[config.mk]
export PLATFORM = sky130hd
export DESIGN_NAME = reaction_judge
export DESIGN_NICKNAME = d
export VERILOG_FILES = /design/src/rtl/reaction_judge_pkg.sv /design/src/rtl/press_edge.sv /design/src/rtl/reaction_judge.sv
export SDC_FILE = /design/constraint.sdc
export NUM_CORES = 1
export LEC_CHECK = 0
export BUFFER_PORTS_ARGS = -buffer_cell sky130_fd_sc_hd__buf_2
export CORE_MARGIN = 3
export CORE_UTILIZATION = 60
export DETAILED_ROUTE_END_ITERATION = 8
export GPL_TIMING_DRIVEN = 0
export PLACE_DENSITY = 0.79
export SYNTH_ARGS = -nofsm -noshare
export SYNTH_HDL_FRONTEND = slang
export SYNTH_HIERARCHICAL = 1
export SYNTH_SLANG_ARGS = --single-unit
[constraint.sdc]
create_clock -name clock -period 2.6 [get_ports clock]
set_input_delay 0.26 -clock clock [delete_from_list [all_inputs] [get_ports clock]]
set_output_delay 0.26 -clock clock [all_outputs]
set_load 0.005 [all_outputs]
[src/rtl/reaction_judge_pkg.sv]
// Shared types for the reaction judge: round FSM states and press verdicts.
package reaction_judge_pkg;

  localparam int LIVES_W = 4;

  typedef enum logic [2:0] {
    IDLE,
    ARM,
    WAIT,
    RESULT,
    OVER
  } state_t;

  typedef enum logic [1:0] {
    NONE,
    CORRECT,
    WRONG,
    TIMEOUT
  } verdict_t;

endpackage

[src/rtl/press_edge.sv]
// Registers the button bank and produces a registered rising-edge mask.
module press_edge #(
  parameter int WIDTH = 4
) (
  input  logic             clock,
  input  logic             reset,
  input  logic [WIDTH-1:0] buttons,
  output logic [WIDTH-1:0] rise
);

  logic [WIDTH-1:0] buttons_q;

  // history register and registered rise mask, updated every cycle
  always_ff @(posedge clock or posedge reset) begin
    if (reset) begin
      buttons_q <= '0;
      rise      <= '0;
    end else begin
      buttons_q <= buttons;
      rise      <= buttons & ~buttons_q;
    end
  end

endmodule

[src/rtl/reaction_judge.sv]
// Round judge: arms a round, judges the first press or window expiry,
// and tracks score, lives and the shrinking round window.
module reaction_judge
  import reaction_judge_pkg::*;
#(
  parameter int NUM_BUTTONS  = 4,
  parameter int IDX_W        = $clog2(NUM_BUTTONS),
  parameter int SCORE_W      = 8,
  parameter int LIVES        = 3,
  parameter int ROUND_TICKS  = 1000,
  parameter int MIN_TICKS    = 200,
  parameter int SPEEDUP_STEP = 50,
  parameter int TICK_W       = 16
) (
  input  logic                   clock,
  input  logic                   reset,
  input  logic                   start,
  input  logic                   tick,
  input  logic [IDX_W-1:0]       target,
  input  logic [NUM_BUTTONS-1:0] buttons,
  output logic                   new_round,
  output logic                   round_active,
  output logic                   correct,
  output logic                   wrong,
  output logic                   timeout,
  output logic [SCORE_W-1:0]     score,
  output logic [LIVES_W-1:0]     lives,
  output logic                   game_over
);

  state_t                   state;
  state_t                   state_next;
  verdict_t                 judge;
  logic [NUM_BUTTONS-1:0]   rise;
  logic [NUM_BUTTONS-1:0]   target_mask;
  logic [IDX_W-1:0]         target_q;
  logic [TICK_W-1:0]        window;
  logic [TICK_W-1:0]        window_next;
  logic [TICK_W-1:0]        countdown;
  logic                     buttons_idle;

  press_edge #(.WIDTH(NUM_BUTTONS)) u_press_edge (
    .clock   (clock),
    .reset   (reset),
    .buttons (buttons),
    .rise    (rise)
  );

  assign buttons_idle = (buttons == '0);
  assign target_mask  = {{(NUM_BUTTONS-1){1'b0}}, 1'b1} << target_q;
  assign new_round    = (state == ARM) && buttons_idle;
  assign round_active = (state == WAIT);
  assign game_over    = (state == OVER);

  // verdict of the current WAIT cycle; a press beats a coincident expiry
  always_comb begin
    judge = NONE;
    if (rise == target_mask) begin
      judge = CORRECT;
    end else if (rise != '0) begin
      judge = WRONG;
    end else if (tick && (countdown <= TICK_W'(1))) begin
      judge = TIMEOUT;
    end else begin
      judge = NONE;
    end
  end

  // shrink the window after a correct round, clamped at the floor
  always_comb begin
    window_next = window;
    if (SPEEDUP_STEP == 0) begin
      window_next = window;
    end else if ({1'b0, window} >= (TICK_W+1)'(MIN_TICKS + SPEEDUP_STEP)) begin
      window_next = window - TICK_W'(SPEEDUP_STEP);
    end else begin
      window_next = TICK_W'(MIN_TICKS);
    end
  end

  // next-state logic
  always_comb begin
    state_next = state;
    case (state)
      IDLE:    if (start) state_next = ARM; else state_next = IDLE;
      ARM:     if (buttons_idle) state_next = WAIT; else state_next = ARM;
      WAIT:    if (judge != NONE) state_next = RESULT; else state_next = WAIT;
      RESULT:  if (lives == '0) state_next = OVER; else state_next = ARM;
      OVER:    if (start) state_next = ARM; else state_next = OVER;
      default: state_next = IDLE;
    endcase
  end

  // state register plus round, score and lives bookkeeping; pulses land in RESULT
  always_ff @(posedge clock or posedge reset) begin
    if (reset) begin
      state     <= IDLE;
      target_q  <= '0;
      window    <= TICK_W'(ROUND_TICKS);
      countdown <= '0;
      score     <= '0;
      lives     <= '0;
      correct   <= 1'b0;
      wrong     <= 1'b0;
      timeout   <= 1'b0;
    end else begin
      state   <= state_next;
      correct <= 1'b0;
      wrong   <= 1'b0;
      timeout <= 1'b0;
      case (state)
        IDLE, OVER: begin
          if (start) begin
            score  <= '0;
            lives  <= LIVES_W'(LIVES);
            window <= TICK_W'(ROUND_TICKS);
          end
        end
        ARM: begin
          if (buttons_idle) begin
            target_q  <= target;
            countdown <= window;
          end
        end
        WAIT: begin
          case (judge)
            CORRECT: begin
              correct <= 1'b1;
              window  <= window_next;
              if (score != '1) score <= score + SCORE_W'(1);
            end
            WRONG: begin
              wrong <= 1'b1;
              if (lives != '0) lives <= lives - LIVES_W'(1);
            end
            TIMEOUT: begin
              timeout <= 1'b1;
              if (lives != '0) lives <= lives - LIVES_W'(1);
            end
            NONE: begin
              if (tick && (countdown != '0)) countdown <= countdown - TICK_W'(1);
            end
            default: ;
          endcase
        end
        default: ;
      endcase
    end
  end

endmodule

==> metrics.cfg <==
[drt]
drt-initial-drc-count=325
wire_per_inst_um=17.7
routed_wl_um=8380
firstDrtPassIters=5
vias=3026
ant_nets=0
drc=0
drt-vias-per-instance=6.38

[clocking]
clock-sinks=59
cts_buffer_depth=2
numCtsBuffers=9
path_clk_slew_ps=70
cts_max_level=3
clk_latency_ps=340
cts_tree=built
cts_root_buf=clkbuf_8

[floorplanning]
initial_core_util_pct=63.4
coreArea_um2=5200
io_pins=28
rows=26
die_y_um=80.2
die_x_um=80.2
dieArea_um2=6430

[synth]
synth.area.mux_share_pct=0.682
yosysWarnings=6
synth_edf_count=0
synth_cell_types=62
synthCells=356
synthesis.area_um2=3300
syn_area_per_cell_um2=9.28
synth_top_family_by_area=simple AND/OR/NAND/NOR gates
synthTopCellsByArea=dfrtp_1 (40%), nor2_1 (5.0%), dfstp_2 (4.8%), o21ai_0 (4.5%), a21oi_1 (3.8%)
ys_ff_latch=59
synthArstFlopShare_pct=100
synth_xor_area_share_pct=1.86
synth_adder_area_share_pct=2.65
synth_compound_area_share_pct=20.7
yosysTopAreaCellShare_pct=40.2
synthFlopType=dfrtp_1
yosys.area_share.simple_pct=26.0
synth-seq-area-share_pct=44.9
synth_largest_area_cell=dfrtp_1
syn_nets=373

[sta]
setup_violations=0
skew_ps=5.48
maxSlewHeadroom_pct=37.2
fin_ws_ps=219
rsz0062_at_grt=false
finalCriticalPeriod_ps=2380
hold_viol=0
whs_ps=57.1
drv_slew=0
fmax_mhz=420
timing_worst_slew_pin_value_ps=939
period_share_pct=91.6
tns_ps=0

[worst_setup_path]
cp_max_fo=7
critPathCapture=lives[2]$_DFFE_PP0P_
r2r-start=countdown[6]$_DFFE_PP0P_
crit_path_end_kind=flip-flop
r2r_setup_slack_ps=220
cp.arrival_ps=2620
cp-start-kind=flip-flop
crit_type=reg2reg
cp.required_ps=2840
r2r-end=lives[2]$_DFFE_PP0P_
crit_path_start=countdown[6]$_DFFE_PP0P_
reg2reg_depth=7

[place]
dpl_cell_area_um2=3540
io_buffers=27
place_ws_ps=130
gp_congestion=0.879
dp_hpwl_um=5870

[global_route]
grt_max_degree=36
grt_pass1_wl_um=14100
grt_pass1_vias=2915
grt-ovfl-total=0
grt_antenna_before_repair=0
track_usage_pct=28.9

[finish]
fillCellCount=404
design_area_um2=3800
nNetsFinal=416
antennaDiodeCount=0
area_growth_pct=15.2
drive_gt1_share_pct=20.0

[power_and_ir_drop]
power.total_uw=2940
power.leakage_uw=0.00166
vdd_drop_max_uv=498
power.density_nw_per_um2=772

[run]
cap_violations=0

[min_path]
hp-class=in2reg

[outcome]
status=finished, final reports clean

-- area by class of cell --
class | count | area (um^2) | share of cell area [%]
plain buffers | 12 | 51.3 | 1.35
clock buffers | 12 | 165 | 4.34
clock inverters | 4 | 47.5 | 1.25
inverters | 15 | 56.3 | 1.48
multi-input cells | 270 | 1710 | 45.0
flip-flops and latches | 59 | 1480 | 39.0
well taps | 70 | 87.6 | 2.30
repair buffers | 32 | 200 | 5.26
-- cell usage after synthesis (4+ instances only) --
master and count:
or3_1 8, buf_2 5, nor3b_1 4, a21oi_1 25, nand2b_1 6, o211ai_1 5, dfstp_2 6, ha_1 7
nor2_1 44, o22a_1 6, nor2b_4 4, xor2_1 5, dfrtp_1 53, a32oi_1 4, clkbuf_1 6, a31oi_1 6
o21ai_0 30, nand3_1 13, nand2_1 25, or4_1 4, nand4_1 7, inv_1 13, nor3_1 14
-- through the flow --
step / instances / utilization [%]
after floorplan: 356 / -
after global placement: 453 / 67.7
after detailed placement: 454 / 68.1
after CTS: 471 / 72.4
after global routing: 474 / 73.1
final: 474 / 73.1
-- power breakdown --
group | internal (uW) | switching, uW
clock network | 518 | 378
registers | 1100 | 207
logic | 286 | 452
total | 1900 | 1040
-- worst max-delay path, stage by stage (launching register included) --
cell and delay (ps):
dfrtp_1 410, or4_4 590, nor3_4 220, buf_12 150
a31oi_4 130, nor4_4 430, a211oi_1 130, a31o_1 200
-- placed cells by master (no fill, tap or decap), drive strengths merged, types with 13 or more instances in the layout --
master,Yosys,final
nand2,25,25
nor3,17,17
inv,14,14
clkbuf,6,18
buf,6,37
nor2,44,44
a21oi,25,25
dfrtp,53,53
nand3,13,13
o21ai,31,31
-- logic make-up after synthesis --
family,count (synthesis)
simple gates,150
compound gates,104
flops,59
buf+inv,27
xor+xnor,7
fa+ha+maj,7
mux,2
-- registers in the layout, indices dropped and copies added, names as in the netlist --
name,flops
countdown,16
window,15
score,8
lives,4
u_press_edge/buttons_q,4
u_press_edge/rise,4
state,3
target_q,2
correct,1
timeout,1
wrong,1
-- worst min-delay path by stage --
stage / slack (ps) / endpoint / depth (start not counted) / startpoint
finish: 60 / u_press_edge/buttons_q[3]$_DFF_PP0_ / 1 / buttons[3]
global route: 40 / u_press_edge/buttons_q[0]$_DFF_PP0_ / 1 / buttons[0]
CTS: 50 / u_press_edge/buttons_q[0]$_DFF_PP0_ / 1 / buttons[0]
detailed placement: 230 / u_press_edge/rise[2]$_DFF_PP0_ / 2 / reset
global placement: 210 / u_press_edge/buttons_q[2]$_DFF_PP0_ / 2 / reset
floorplan: 80 / u_press_edge/buttons_q[0]$_DFF_PP0_ / 1 / reset
-- per-layer routing --
layer | vias up | GRT usage, % | wire length [um]
met5 | - | 0 | 0
met4 | 0 | 14.5 | 258
met3 | 20 | 6.73 | 516
met2 | 114 | 44.0 | 3920
met1 | 1487 | 38.6 | 3690
li1 | 1405 | - | -
-- timing repair --
item | in CTS | in global routing
setup buffers | 0 | 3
setup endpoints to repair | 0 | 4
hold buffers | 1 | 0
gates resized for setup | 0 | 1
endpoints found under the hold margin | 24 | 0
No activity file was read; power rests on OpenSTA's default activity.
